--- config.mk ---
export PLATFORM = sky130hd
export DESIGN_NAME = axis_frame_gen_flat
export DESIGN_NICKNAME = d
export VERILOG_FILES = /design/src/rtl/axis_frame_gen_if.sv /design/src/rtl/axis_frame_gen.sv /design/src/flat_wrapper.sv
export SDC_FILE = /design/constraint.sdc
export NUM_CORES = 1
export LEC_CHECK = 0
export BUFFER_PORTS_ARGS = -buffer_cell sky130_fd_sc_hd__clkbuf_2
export CAP_MARGIN = 20
export CORE_UTILIZATION = 57
export CTS_CLUSTER_DIAMETER = 150
export DETAILED_ROUTE_END_ITERATION = 8
export PLACE_DENSITY = 0.81
export SLEW_MARGIN = 20
export SYNTH_ARGS = -nofsm -noshare
export SYNTH_HDL_FRONTEND = slang
export SYNTH_SLANG_ARGS = --single-unit
--- constraint.sdc ---
create_clock -name s_aclk -period 3.5 [get_ports s_aclk]
set_clock_uncertainty 0.15 [all_clocks]
set_input_delay 0.7 -clock s_aclk [delete_from_list [all_inputs] [get_ports s_aclk]]
set_output_delay 0.7 -clock s_aclk [all_outputs]
set_load 0.01 [all_outputs]
--- src/rtl/axis_frame_gen_if.sv ---
// axistream_if: AXI-Stream bundle used between frame sources and sinks.
//   tdata/tkeep/tstrb/tlast/tvalid/tid/tdest/tuser  master -> slave
//   tready                                            slave -> master
// Parameters: DATA_WIDTH (multiple of 8), ID_WIDTH, DEST_WIDTH, USER_WIDTH.
interface axistream_if #(
    parameter int DATA_WIDTH = 32,
    parameter int ID_WIDTH   = 1,
    parameter int DEST_WIDTH = 1,
    parameter int USER_WIDTH = 1
);
    localparam int KEEP_WIDTH = DATA_WIDTH / 8;

    logic [DATA_WIDTH-1:0] tdata;
    logic [KEEP_WIDTH-1:0] tkeep;
    logic [KEEP_WIDTH-1:0] tstrb;
    logic                  tlast;
    logic                  tvalid;
    logic                  tready;
    logic [ID_WIDTH-1:0]   tid;
    logic [DEST_WIDTH-1:0] tdest;
    logic [USER_WIDTH-1:0] tuser;

    modport master (
        output tdata, tkeep, tstrb, tlast, tvalid, tid, tdest, tuser,
        input  tready
    );

    modport slave (
        input  tdata, tkeep, tstrb, tlast, tvalid, tid, tdest, tuser,
        output tready
    );
endinterface

--- src/rtl/axis_frame_gen.sv ---
// axis_frame_gen: AXI-Stream counter-pattern frame source.
//   s_aclk      clock
//   s_areset    synchronous active-high reset
//   start       single-cycle request, honoured only while idle
//   continuous  keep repeating the latched frame (sampled at each frame end)
//   frame_len   frame length in bytes (latched on an accepted start)
//   gap_cycles  idle cycles between continuous frames (latched on start)
//   seed        tdata of the first beat of every frame (latched on start)
//   busy        high whenever not idle
//   frame_cnt   completed-frame counter, wraps modulo 2^32
//   m_axis      AXI-Stream master; beat k carries seed + k
// All outputs come straight from registers; tvalid never depends on tready.
module axis_frame_gen #(
    parameter type TDATA_TYPE = logic [31:0],
    parameter int  LEN_WIDTH  = 16,
    parameter int  GAP_WIDTH  = 8,
    localparam int DATA_WIDTH = $bits(TDATA_TYPE),
    localparam int BYTES_NUM  = DATA_WIDTH / 8
) (
    input  logic                  s_aclk,
    input  logic                  s_areset,
    input  logic                  start,
    input  logic                  continuous,
    input  logic [LEN_WIDTH-1:0]  frame_len,
    input  logic [GAP_WIDTH-1:0]  gap_cycles,
    input  logic [DATA_WIDTH-1:0] seed,
    output logic                  busy,
    output logic [31:0]           frame_cnt,
    axistream_if.master           m_axis
);

    typedef enum logic [1:0] {
        IDLE = 2'd0,
        SEND = 2'd1,
        GAP  = 2'd2
    } state_t;

    state_t                state_q, state_d;
    logic                  busy_q, busy_d;
    logic [31:0]           frame_cnt_q, frame_cnt_d;

    logic [DATA_WIDTH-1:0] data_q, data_d;
    logic [BYTES_NUM-1:0]  keep_q, keep_d;
    logic                  last_q, last_d;
    logic                  valid_q, valid_d;

    logic [LEN_WIDTH-1:0]  beat_q, beat_d;
    logic [LEN_WIDTH-1:0]  last_idx_q, last_idx_d;
    logic [BYTES_NUM-1:0]  last_keep_q, last_keep_d;
    logic [GAP_WIDTH-1:0]  gap_q, gap_d;
    logic [DATA_WIDTH-1:0] seed_q, seed_d;
    logic [GAP_WIDTH-1:0]  gap_cnt_q, gap_cnt_d;

    // Frame geometry derived from the live frame_len input; only used on
    // the cycle a start is accepted, then held in last_idx_q/last_keep_q.
    logic [LEN_WIDTH-1:0]  start_last_idx;
    logic [LEN_WIDTH-1:0]  start_rem;
    logic [BYTES_NUM-1:0]  start_last_keep;
    logic                  start_one_beat;

    // First beat of a repeated frame, from the latched geometry.
    logic                  rep_one_beat;
    logic [BYTES_NUM-1:0]  rep_first_keep;

    always_comb begin
        start_last_idx = (frame_len - 1'b1) / LEN_WIDTH'(BYTES_NUM);
        start_rem      = frame_len % LEN_WIDTH'(BYTES_NUM);
        start_one_beat = (start_last_idx == '0);
        start_last_keep = '0;
        for (int unsigned i = 0; i < BYTES_NUM; i++) begin
            start_last_keep[i] = (start_rem == '0) || (LEN_WIDTH'(i) < start_rem);
        end
    end

    always_comb begin
        rep_one_beat   = (last_idx_q == '0);
        rep_first_keep = rep_one_beat ? last_keep_q : '1;
    end

    always_ff @(posedge s_aclk) begin
        if (s_areset) begin
            state_q     <= IDLE;
            busy_q      <= 1'b0;
            frame_cnt_q <= '0;
            data_q      <= '0;
            keep_q      <= '1;
            last_q      <= 1'b0;
            valid_q     <= 1'b0;
            beat_q      <= '0;
            last_idx_q  <= '0;
            last_keep_q <= '1;
            gap_q       <= '0;
            seed_q      <= '0;
            gap_cnt_q   <= '0;
        end else begin
            state_q     <= state_d;
            busy_q      <= busy_d;
            frame_cnt_q <= frame_cnt_d;
            data_q      <= data_d;
            keep_q      <= keep_d;
            last_q      <= last_d;
            valid_q     <= valid_d;
            beat_q      <= beat_d;
            last_idx_q  <= last_idx_d;
            last_keep_q <= last_keep_d;
            gap_q       <= gap_d;
            seed_q      <= seed_d;
            gap_cnt_q   <= gap_cnt_d;
        end
    end

    // Next-state and next-output logic. Outputs are computed one cycle ahead
    // and registered, so the final handshake can load the first beat of the
    // following frame directly (no bubble when gap is zero).
    always_comb begin
        state_d     = state_q;
        busy_d      = busy_q;
        frame_cnt_d = frame_cnt_q;
        data_d      = data_q;
        keep_d      = keep_q;
        last_d      = last_q;
        valid_d     = valid_q;
        beat_d      = beat_q;
        last_idx_d  = last_idx_q;
        last_keep_d = last_keep_q;
        gap_d       = gap_q;
        seed_d      = seed_q;
        gap_cnt_d   = gap_cnt_q;

        case (state_q)
            IDLE: begin
                if (start && (frame_len != '0)) begin
                    state_d     = SEND;
                    busy_d      = 1'b1;
                    last_idx_d  = start_last_idx;
                    last_keep_d = start_last_keep;
                    gap_d       = gap_cycles;
                    seed_d      = seed;
                    beat_d      = '0;
                    valid_d     = 1'b1;
                    data_d      = seed;
                    last_d      = start_one_beat;
                    keep_d      = start_one_beat ? start_last_keep : '1;
                end
            end

            SEND: begin
                if (valid_q && m_axis.tready) begin
                    if (last_q) begin
                        frame_cnt_d = frame_cnt_q + 32'd1;
                        if (!continuous) begin
                            state_d = IDLE;
                            busy_d  = 1'b0;
                            valid_d = 1'b0;
                            last_d  = 1'b0;
                        end else if (gap_q == '0) begin
                            beat_d  = '0;
                            data_d  = seed_q;
                            valid_d = 1'b1;
                            last_d  = rep_one_beat;
                            keep_d  = rep_first_keep;
                        end else begin
                            state_d   = GAP;
                            valid_d   = 1'b0;
                            last_d    = 1'b0;
                            gap_cnt_d = gap_q;
                        end
                    end else begin
                        beat_d = beat_q + 1'b1;
                        data_d = data_q + 1'b1;
                        last_d = ((beat_q + 1'b1) == last_idx_q);
                        keep_d = ((beat_q + 1'b1) == last_idx_q) ? last_keep_q : '1;
                    end
                end
            end

            GAP: begin
                // The first beat is loaded on the gap-th edge so that exactly
                // gap cycles with tvalid low separate the two frames.
                if (gap_cnt_q == GAP_WIDTH'(1)) begin
                    state_d = SEND;
                    beat_d  = '0;
                    data_d  = seed_q;
                    valid_d = 1'b1;
                    last_d  = rep_one_beat;
                    keep_d  = rep_first_keep;
                end else begin
                    gap_cnt_d = gap_cnt_q - 1'b1;
                end
            end

            default: begin
                state_d = IDLE;
                busy_d  = 1'b0;
                valid_d = 1'b0;
                last_d  = 1'b0;
            end
        endcase
    end

    assign busy      = busy_q;
    assign frame_cnt = frame_cnt_q;

    assign m_axis.tdata  = data_q;
    assign m_axis.tkeep  = keep_q;
    assign m_axis.tstrb  = '1;
    assign m_axis.tlast  = last_q;
    assign m_axis.tvalid = valid_q;
    assign m_axis.tid    = '0;
    assign m_axis.tdest  = '0;
    assign m_axis.tuser  = '0;

endmodule

--- src/flat_wrapper.sv ---
// flat-port wrapper written by rule: the top's interface ports become plain ports
module axis_frame_gen_flat 
#(
    parameter type TDATA_TYPE = logic [31:0],
    parameter int  LEN_WIDTH  = 16,
    parameter int  GAP_WIDTH  = 8,
    localparam int DATA_WIDTH = $bits(TDATA_TYPE),
    localparam int BYTES_NUM  = DATA_WIDTH / 8
)
  (s_aclk, s_areset, start, continuous, frame_len, gap_cycles, seed, busy, frame_cnt, m_axis_tdata, m_axis_tkeep, m_axis_tstrb, m_axis_tlast, m_axis_tvalid, m_axis_tid, m_axis_tdest, m_axis_tuser, m_axis_tready);
  axistream_if #(.DATA_WIDTH((32))) m_axis_i ();
  input  logic s_aclk;
  input  logic s_areset;
  input  logic start;
  input  logic continuous;
  input  logic [LEN_WIDTH-1:0] frame_len;
  input  logic [GAP_WIDTH-1:0] gap_cycles;
  input  logic [DATA_WIDTH-1:0] seed;
  output logic busy;
  output logic [31:0] frame_cnt;
  output wire logic [$bits(m_axis_i.tdata)-1:0] m_axis_tdata;
  output wire logic [$bits(m_axis_i.tkeep)-1:0] m_axis_tkeep;
  output wire logic [$bits(m_axis_i.tstrb)-1:0] m_axis_tstrb;
  output wire logic [$bits(m_axis_i.tlast)-1:0] m_axis_tlast;
  output wire logic [$bits(m_axis_i.tvalid)-1:0] m_axis_tvalid;
  output wire logic [$bits(m_axis_i.tid)-1:0] m_axis_tid;
  output wire logic [$bits(m_axis_i.tdest)-1:0] m_axis_tdest;
  output wire logic [$bits(m_axis_i.tuser)-1:0] m_axis_tuser;
  input wire logic [$bits(m_axis_i.tready)-1:0] m_axis_tready;
  assign m_axis_tdata = m_axis_i.tdata;
  assign m_axis_tkeep = m_axis_i.tkeep;
  assign m_axis_tstrb = m_axis_i.tstrb;
  assign m_axis_tlast = m_axis_i.tlast;
  assign m_axis_tvalid = m_axis_i.tvalid;
  assign m_axis_tid = m_axis_i.tid;
  assign m_axis_tdest = m_axis_i.tdest;
  assign m_axis_tuser = m_axis_i.tuser;
  assign m_axis_i.tready = m_axis_tready;
  axis_frame_gen #(.TDATA_TYPE(TDATA_TYPE), .LEN_WIDTH(LEN_WIDTH), .GAP_WIDTH(GAP_WIDTH)) u_core (.s_aclk(s_aclk), .s_areset(s_areset), .start(start), .continuous(continuous), .frame_len(frame_len), .gap_cycles(gap_cycles), .seed(seed), .busy(busy), .frame_cnt(frame_cnt), .m_axis(m_axis_i));
endmodule
==> results of run 1 <==
-- cells in the mapped netlist (all sizes together), types with 3 or more instances --
cell type,instances,area [um^2]
o22ai,5,31.3
o31ai,3,22.5
a211oi,30,225
nor2,110,413
a21boi,3,22.5
and3,8,50.1
nand4,23,165
or4,10,82.6
mux2i,3,30.0
nor3,35,180
a31oi,11,68.8
nand2,178,668
nor2b,4,25.0
a211o,4,35.0
buf,18,106
a22oi,9,67.6
nand2b,6,37.5
a311oi,4,35.0
a221oi,6,52.6
and4,9,78.8
nor4,15,93.8
inv,31,116
or3,19,125
o21ai,43,215
xor2,28,245
and2,6,37.5
xnor2,40,350
ha,12,150
clkbuf,65,244
nand3,45,225
a21oi,115,576
nand4b,5,43.8
dfxtp,154,3080
o21a,5,37.5
o211ai,24,180
-- registers in the layout (all words and copies together) (netlist names) --
name / flops
u_core.frame_cnt: 32
u_core.m_axis.tdata: 32
u_core.seed_q: 32
u_core.beat_q: 16
u_core.last_idx_q: 14
u_core.gap_cnt_q: 8
u_core.gap_q: 8
u_core.m_axis.tkeep: 4
u_core.last_keep_q: 3
u_core.state_q: 2
u_core.busy: 1
u_core.m_axis.tlast: 1
u_core.m_axis.tvalid: 1
-- cells in the final DEF (no fill, tap or decap), types with 15 or more instances in the layout --
master     count
nand2_1      178
dfxtp_1      154
clkbuf_2     130
a21oi_1      115
nor2_1       109
nand3_1       45
o21ai_0       42
xnor2_1       40
nor3_1        34
inv_1         31
a211oi_1      30
xor2_1        28
o211ai_1      24
buf_4         22
nand4_1       21
or3_1         17
clkbuf_16     17
nor4_1        15
-- kinds of logic (layout without fill, tap and decap cells) --
kind of cell | Yosys count | after routing
fa+ha+maj | 12 | 12
flops | 154 | 154
xor+xnor | 69 | 69
compound gates | 278 | 278
buf+inv | 115 | 216
mux | 4 | 4
simple gates | 482 | 482
other cells | 2 | 7
-- power groups by stage --
| stage | sequential [mW] | combinational [mW] | clock (mW) |
|---|---|---|---|
| floorplan | 2.51 | 2.02 | 0 |
| CTS | 2.49 | 2.91 | 1.74 |
| global route | 2.55 | 3.28 | 1.82 |
| finish | 2.50 | 2.95 | 1.73 |
| detailed placement | 2.52 | 2.89 | 0 |
| global placement | 2.51 | 2.83 | 0 |
-- worst max-delay path, delay by kind of cell, from the launching register on --
family	cells	cell delay, ns
flops	1	0.36
simple gates	3	1.62
compound gates	3	0.80
-- routing by layer --
metal	global-route usage, %	up-vias	part of all wire (%)
met2	49.4	316	49
met1	36.3	3900	42
met3	7.06	42	7.3
met5	0	-	0
met4	10.2	0	2.0
li1	-	4142	-
-- per-stage QoR --
| stage | hold slack (ns) | area (um^2) | instances | setup WS, ns |
|---|---|---|---|---|
| 6_report | 0.304 | 9700 | 1402 | 0.497 |
| 3_5_place_dp | 0.297 | 9150 | 1372 | 0.456 |
| 5_1_grt | 0.319 | 9700 | 1402 | 0.341 |
| 3_3_place_gp | 0.288 | 9150 | 1372 | 0.500 |
| 2_1_floorplan | 0.284 | 8410 | 1121 | 0.771 |
| 4_1_cts | 0.304 | 9690 | 1402 | 0.538 |
-- layout make-up --
type	instances	area share [%]
Multi-Input combinational cell	852	50.2
Sequential cell	154	31.8
Timing Repair Buffer	154	8.83
Clock buffer	23	4.93
Tap cell	180	2.32
Inverter	32	1.24
Clock inverter	7	0.710
-- worst max path at each step --
stage          slack, ns                                   to  cells past startpoint                              from
2_1_floorplan       0.77  u_core.m_axis.tkeep[1]$_SDFFE_PP1P_                      9                      frame_len[1]
3_3_place_gp        0.50  u_core.m_axis.tkeep[3]$_SDFFE_PP1P_                     10                      frame_len[1]
3_5_place_dp        0.46  u_core.m_axis.tkeep[1]$_SDFFE_PP1P_                     10                      frame_len[1]
4_1_cts             0.54       u_core.beat_q[15]$_SDFFE_PP0P_                      6  u_core.gap_cnt_q[3]$_SDFFE_PP0P_
5_1_grt             0.34       u_core.beat_q[15]$_SDFFE_PP0P_                      6  u_core.gap_cnt_q[3]$_SDFFE_PP0P_
6_report            0.50       u_core.beat_q[15]$_SDFFE_PP0P_                      6  u_core.gap_cnt_q[3]$_SDFFE_PP0P_
==> out/results.ini, run 1 <==
[routing]
drtPass1Iterations = 5
drt_iter0_markers = 704
remaining_drc_errors = 0
num_vias = 8400
wl_per_cell_um = 15.6
drt-total-wl_mm = 21.9
via_per_inst = 5.99
ant_nets = 0

[sta]
finalCriticalPeriod_ns = 3.00
finalSetupTns_ns = 0
hold_viol = 0
timing.fmax_mhz = 333
rsz0062_at_grt = false
setup_viol_count_final = 0
slew_violations = 0
tightest_slew_ns = 0.711
fin_crit_sh_pct = 85.8
maxSlewHeadroom_pct = 52.6

[critical_path]
r2r_start = u_core.gap_cnt_q[3]$_SDFFE_PP0P_
timing_worst_setup_path_type = reg -> reg
critPathSlowestCell = or4_1
regToRegSetupSlack_ns = 0.50
critPathLaunchType = flop
cp_common_cell = or4_1
critPathRequiredTime_ns = 3.70
r2r-end = u_core.beat_q[15]$_SDFFE_PP0P_
path_cells = or4_1, o41ai_1, o311a_2, nand3_1, or4_1, a21oi_1
max_stage_delay_ns = 0.63
critPathMaxFanout = 15
arrival_ns = 3.21
critPathCaptureType = flop
r2r_cells = 6

[flow_run]
cap_violations = 0

[grt]
grt_antenna_before_repair = 0
grt_max_degree = 69
grt.total_usage_pct = 29.3
gr-total-overflow = 0
grt_pass1_wl_mm = 35.5
grt_pass1_vias = 7541

[finish]
fin_util_pct = 68.8
drive_gt1_share_pct = 16.3
register_area_mm2 = 0.00308
syn_to_final_growth_pct = 15.6
antennaDiodeCount = 0
nFillCells = 1215
multi_input_area_mm2 = 0.00486
fin_nets = 1284

[pwr]
internal_power_mw = 4.24
clockPowerShare_pct = 24.1
ir_drop_mv = 0.565
seq_power_share_pct = 34.9
p_sw_mw = 2.94
leakagePower_nw = 3.62
power_frac_comb_pct = 41.1
switching_share_pct = 40.9
pwr_density_cell_mw_per_mm2 = 741
fin_total_pwr_mw = 7.18

[min_path]
holdCritStartpoint = u_core.seed_q[9]$_SDFFE_PP0P_
holdPathStages = 2
hp-class = reg -> reg
min_to = u_core.seed_q[9]$_SDFFE_PP0P_

[clock_network]
root_buffer = clkbuf_16
numCtsBuffers = 17
cts_resized = 0
clk_latency_ns = 0.42
cts_buffer_depth = 2
clk_pin_slew_ns = 0.06
postCtsHoldBufs = 0
cts_setup_buffers = 0
cts_tree = yes
htree_levels = 4
cts.sinks = 154

[logic_synthesis]
synth-adder-area-share_pct = 1.79
yosys.area_share.simple_pct = 27.4
synth.distinct_cells = 67
seq_area_frac_synth_pct = 36.7
ys_async_sr_fraction_pct = 0
synth_area_mm2 = 0.00839
syn_avg_cell_area_um2 = 7.52
ys_ff_latch = 154
netlist_instances = 1116
synth_xor_area_share_pct = 7.38
synthMuxAreaShare_pct = 0.492
synth_top_family_by_area = simple AND/OR/NAND/NOR gates
ys.flop_type = dfxtp_1
synth_edf_count = 0
ys.warnings.count = 0
synth_compound_area_share_pct = 20.5

[place]
dp_hpwl_mm = 15.1
port_buffers = 131
gp_congestion = 0.881

[die]
die_w_um = 123
die_y_um = 123
rows = 43
dieArea_mm2 = 0.0152
ioPinCount = 139
coreArea_mm2 = 0.0141
start_util_pct = 59.5

[outcome]
status = finished, final reports clean

Power figures use the tool's default switching activity.
==> run 2: changes to the inputs <==
Settings changed: CELL_PAD_IN_SITES_DETAIL_PLACEMENT set to 1, CELL_PAD_IN_SITES_GLOBAL_PLACEMENT set to 2, CORE_UTILIZATION 57 to 32, PLACE_DENSITY 0.81 to unset, PLACE_DENSITY_LB_ADDON set to 0.1.
==> out/results.ini, run 2 (synthesis results as in run 1) <==
[critical_path]
r2r_cells = 6
r2r-end = u_core.m_axis.tkeep[2]$_SDFFE_PP1P_
critPathMaxFanout = 8
critPathSlowestCell = nor4_1
path_buf_inv = 0
path_cells = or4_1, o41ai_1, o311a_2, nand2_1, nor4_1, a221oi_1
regToRegSetupSlack_ns = 0.35
critPathCaptureType = flop
critPathTopFamily = simple AND/OR/NAND/NOR gates
r2r_start = u_core.gap_cnt_q[3]$_SDFFE_PP0P_
arrival_ns = 3.29
timing_worst_setup_path_type = reg -> reg
max_stage_delay_ns = 0.61
critPathLaunchType = flop
critPathRequiredTime_ns = 3.64

[clock_network]
cts.sinks = 154
root_buffer = clkbuf_16
clk_latency_ns = 0.44
cts_setup_buffers = 0
cts_buffer_depth = 2
postCtsHoldBufs = 0
numCtsBuffers = 17
cts_tree = yes
htree_levels = 4
cts_resized = 0
clk_pin_slew_ns = 0.07

[min_path]
holdCritStartpoint = u_core.seed_q[17]$_SDFFE_PP0P_
min_to = u_core.seed_q[17]$_SDFFE_PP0P_
hp-class = reg -> reg
holdPathStages = 2

[pwr]
power_frac_comb_pct = 41.5
leakagePower_nw = 3.70
clockPowerShare_pct = 25.3
fin_total_pwr_mw = 7.58
seq_power_share_pct = 33.2
p_sw_mw = 3.20
switching_share_pct = 42.2
ir_drop_mv = 0.278
pwr_density_cell_mw_per_mm2 = 755
internal_power_mw = 4.38

[finish]
final_common_cell = nand2_1
register_area_mm2 = 0.00308
fin_nets = 1291
final_area_mm2 = 0.0100
drive_gt1_share_pct = 17.1
nFillCells = 3164
multi_input_area_mm2 = 0.00486
final_cells = 1561
syn_to_final_growth_pct = 19.7
most-common-layout-cells = nand2_1 (177), dfxtp_1 (154), clkbuf_2 (130)
antennaDiodeCount = 0

[routing]
drt_iter0_markers = 399
remaining_drc_errors = 0
drtPass1Iterations = 5
ant_nets = 0
via_per_inst = 5.37
highest_layer = met4
dr_wl_met3_um = 849
wl_met2_mm = 12.9
wl_met1_mm = 13.8
wl_per_cell_um = 17.9
drt-total-wl_mm = 27.9
num_vias = 8388

[die]
dieArea_mm2 = 0.0269
rows = 58
coreArea_mm2 = 0.0255
ioPinCount = 139
start_util_pct = 32.9
die_y_um = 164
die_w_um = 164

[grt]
grt.total_usage_pct = 21.0
grt_antenna_before_repair = 0
gr-total-overflow = 0
grt_max_degree = 66
grt_pass1_vias = 8094
grt_pass1_wl_mm = 44.2

[sta]
setup_viol_count_final = 0
rsz0062_at_grt = false
hold_viol = 0
fin_crit_sh_pct = 90.1
timing.fmax_mhz = 317
finalSetupTns_ns = 0
maxSlewHeadroom_pct = 48.7
setup_slack_ns = 0.345
finalCriticalPeriod_ns = 3.15
tightest_slew_ns = 0.770
slew_violations = 0

[place]
gp_congestion = 0.824
dp_hpwl_mm = 19.8
placed_area_mm2 = 0.00944
port_buffers = 131
post-place-ws_ns = 0.306
place_inst = 1529

[outcome]
status = finished, final reports clean

[flow_run]
cap_violations = 0

[run 2: cell count changes in the layout (fill, tap and decap cells not counted)]
cell	previous run	this run
buf_12	2	6
buf_4	22	25
clkbuf_1	3	0
clkbuf_8	3	1
clkinv_2	3	1
clkinv_4	1	3
clkinvlp_4	2	4
inv_6	0	2
inv_8	0	2
bufinv_16	1	2
nand2_1	178	177
nand2_2	0	1
nand2b_1	5	6
nand2b_2	1	0
[run 2: worst max-delay path by stage]
stage                                                to  cells past startpoint  slack [ns]                             start
floorplan           u_core.m_axis.tkeep[1]$_SDFFE_PP1P_                      9        0.77                      frame_len[1]
global placement         u_core.beat_q[15]$_SDFFE_PP0P_                      6        0.37  u_core.gap_cnt_q[3]$_SDFFE_PP0P_
detailed placement  u_core.m_axis.tkeep[2]$_SDFFE_PP1P_                     10        0.31                      frame_len[1]
CTS                 u_core.m_axis.tkeep[2]$_SDFFE_PP1P_                      6        0.31  u_core.gap_cnt_q[3]$_SDFFE_PP0P_
global route        u_core.m_axis.tkeep[3]$_SDFFE_PP1P_                      6        0.12  u_core.gap_cnt_q[3]$_SDFFE_PP0P_
finish              u_core.m_axis.tkeep[2]$_SDFFE_PP1P_                      6        0.35  u_core.gap_cnt_q[3]$_SDFFE_PP0P_
[run 2: stage by stage]
| step | hold WS [ns] | util, % |
|---|---|---|
| after detailed placement | 0.298 | 37.1 |
| after CTS | 0.308 | 39.4 |
| after global routing | 0.326 | 39.4 |
| after floorplan | 0.284 | - |
| final | 0.305 | 39.4 |
| after global placement | 0.292 | 37.1 |
[run 2: area by class of cell]
class | instances | share of cell area [%]
flip-flops and latches | 154 | 30.7
well taps | 330 | 4.11
repair buffers | 161 | 9.55
clock inverters | 14 | 1.61
clock buffers | 18 | 4.37
multi-input cells | 852 | 48.5
inverters | 32 | 1.20
[run 2: layer usage]
layer / global-route usage, % / vias to the layer above
li1: - / 4155
met1: 29.2 / 4052
met2: 33.7 / 157
met3: 3.16 / 24
met4: 5.85 / 0
met5: 0 / -
[run 2: power by group through the flow]
stage          logic, mW  registers (mW)  clock network [mW]
6_report            3.15            2.52                1.92
4_1_cts             3.18            2.52                1.99
5_1_grt             3.51            2.58                2.04
3_5_place_dp        3.16            2.55                   0
2_1_floorplan       2.02            2.51                   0
3_3_place_gp        3.13            2.55                   0
[run 2: tightest hold or removal path, delay by kind of cell, from the launching register on]
kind,cells,cell delay (ns)
flip-flops,1,0.31
AND/OR/NAND/NOR,1,0.05
AO/OA/AOI/OAI,1,0.05
==> run 3: changes to the inputs <==
Settings changed: CORE_UTILIZATION 32 to 29.
Clock period 3.5 ns to 2.7 ns, I/O delays scaled along.
==> out/results.ini, run 3 (synthesis results as in run 1) <==
[outcome]
status = finished, final reports clean

[sta]
maxSlewHeadroom_pct = 64.1
hold_viol = 0
fin_crit_sh_pct = 97.8
slew_violations = 0
setup_slack_ns = 0.0593
timing.fmax_mhz = 379
finalCriticalPeriod_ns = 2.64
setup_viol_count_final = 0
finalSetupTns_ns = 0
rsz0062_at_grt = true
hold_slack_ns = 0.180
tightest_slew_ns = 0.534

[pwr]
p_sw_mw = 4.28
internal_power_mw = 6.08
seq_power_share_pct = 31.3
switching_share_pct = 41.3
clockPowerShare_pct = 25.3
fin_total_pwr_mw = 10.4
ir_drop_mv = 0.460
pwr_density_cell_mw_per_mm2 = 962
power_frac_comb_pct = 43.4
leakagePower_nw = 4.07

[critical_path]
max_stage_delay_ns = 0.55
critPathMaxFanout = 8
r2r_cells = 8
critPathLaunchType = flop
timing_worst_setup_path_type = reg -> reg
critPathRequiredTime_ns = 2.91
path_cells = or4_4, o41ai_4, buf_4, o311a_4, nand3_2, buf_12, or4_4, a21oi_2
cp_common_cell = or4_4
arrival_ns = 2.86
critPathSlowestCell = or4_4
critPathCaptureType = flop

[clock_network]
htree_levels = 4
numCtsBuffers = 17
cts.sinks = 154
cts_tree = yes
clk_pin_slew_ns = 0.07
cts_buffer_depth = 2
root_buffer = clkbuf_16
clk_latency_ns = 0.44

[place]
gp_congestion = 0.793
post-place-ws_ns = -0.0760
placed_area_mm2 = 0.0100
place_inst = 1639
dp_hpwl_mm = 20.8
port_buffers = 131

[routing]
drtPass1Iterations = 5
via_per_inst = 5.14
num_vias = 8593
remaining_drc_errors = 0
drt_iter0_markers = 327
wl_per_cell_um = 17.6
drt-total-wl_mm = 29.4
ant_nets = 0

[finish]
final_area_mm2 = 0.0108
fin_nets = 1355
final_common_cell = nand2_1
most-common-layout-cells = nand2_1 (176), dfxtp_1 (151), clkbuf_2 (130)
final_cells = 1673
nFillCells = 3527
drive_gt1_share_pct = 23.0
syn_to_final_growth_pct = 28.3
antennaDiodeCount = 0
fin_util_pct = 38.3

[die]
start_util_pct = 29.9
rows = 61
ioPinCount = 139
dieArea_mm2 = 0.0296
die_w_um = 172
die_y_um = 172
coreArea_mm2 = 0.0281

[grt]
busiest_layer = met2
use_met3_pct = 2.75
grt_antenna_before_repair = 0
grt_max_degree = 66
gr-total-overflow = 0
grt_use_met1_pct = 26.5
grt_pass1_wl_mm = 46.8
grt_pass1_vias = 8822
grt.total_usage_pct = 20.2
gr-usage-met2_pct = 34.4

[min_path]
hp-class = in -> reg
holdPathStages = 3

[flow_run]
cap_violations = 0

## run 3: cell count changes in the layout (fill, tap and decap cells not counted), moves of 3 or more
cell	before	now
dfxtp_2	0	3
dfxtp_1	154	151
or3_1	17	13
a21oi_2	0	4
a21oi_1	115	111
or3_4	1	5
buf_4	25	84
buf_12	6	10
## run 3: metal layers
metal  routed length [um]  share of wire (%)
met2                14000                 48
met4                  385                1.3
met3                  658                2.2
met1                14300                 49
met5                    0                  0
## run 3: path summary, 6_finish.rpt
check,from,to,slack (ns)
max,u_core.gap_cnt_q[4]$_SDFFE_PP0P_,u_core.beat_q[15]$_SDFFE_PP0P_,0.06
min reg2reg,u_core.seed_q[15]$_SDFFE_PP0P_,u_core.seed_q[15]$_SDFFE_PP0P_,0.31
max reg2reg,u_core.gap_cnt_q[4]$_SDFFE_PP0P_,u_core.beat_q[15]$_SDFFE_PP0P_,0.06
min,seed[21],u_core.seed_q[21]$_SDFFE_PP0P_,0.18
## run 3: worst max-delay path: cells and delay by family, from the launching register on
family	cells	cell delay, ns
DFF	1	0.31
and+or+nand+nor	3	1.16
AOI/OAI and AO/OA	3	0.63
buffers and inverters	2	0.32
## run 3: power by group through the flow
stage                     Sequential (mW)  Combinational, mW  Clock [mW]
after floorplan                      3.25               2.62           0
after global placement               3.28               4.34           0
after detailed placement             3.28               4.40           0
after CTS                            3.24               4.43        2.70
after global routing                 3.31               4.98        2.77
final                                3.24               4.50        2.62
## run 3: what timing repair did
action	in CTS	in global routing
hold buffers	0	0
buffers inserted	0	2
setup endpoints to repair	6	14
pin swaps	0	8
gates resized for setup	2	26
## run 3: final cells by class
cell class	count	area, um^2	share of cell area [%]
multi-input cells	852	4960	46.1
flip-flops and latches	154	3090	28.7
repair buffers	225	1490	13.9
well taps	378	473	4.39
clock buffers	21	470	4.37
clock inverters	11	158	1.46
inverters	32	120	1.12
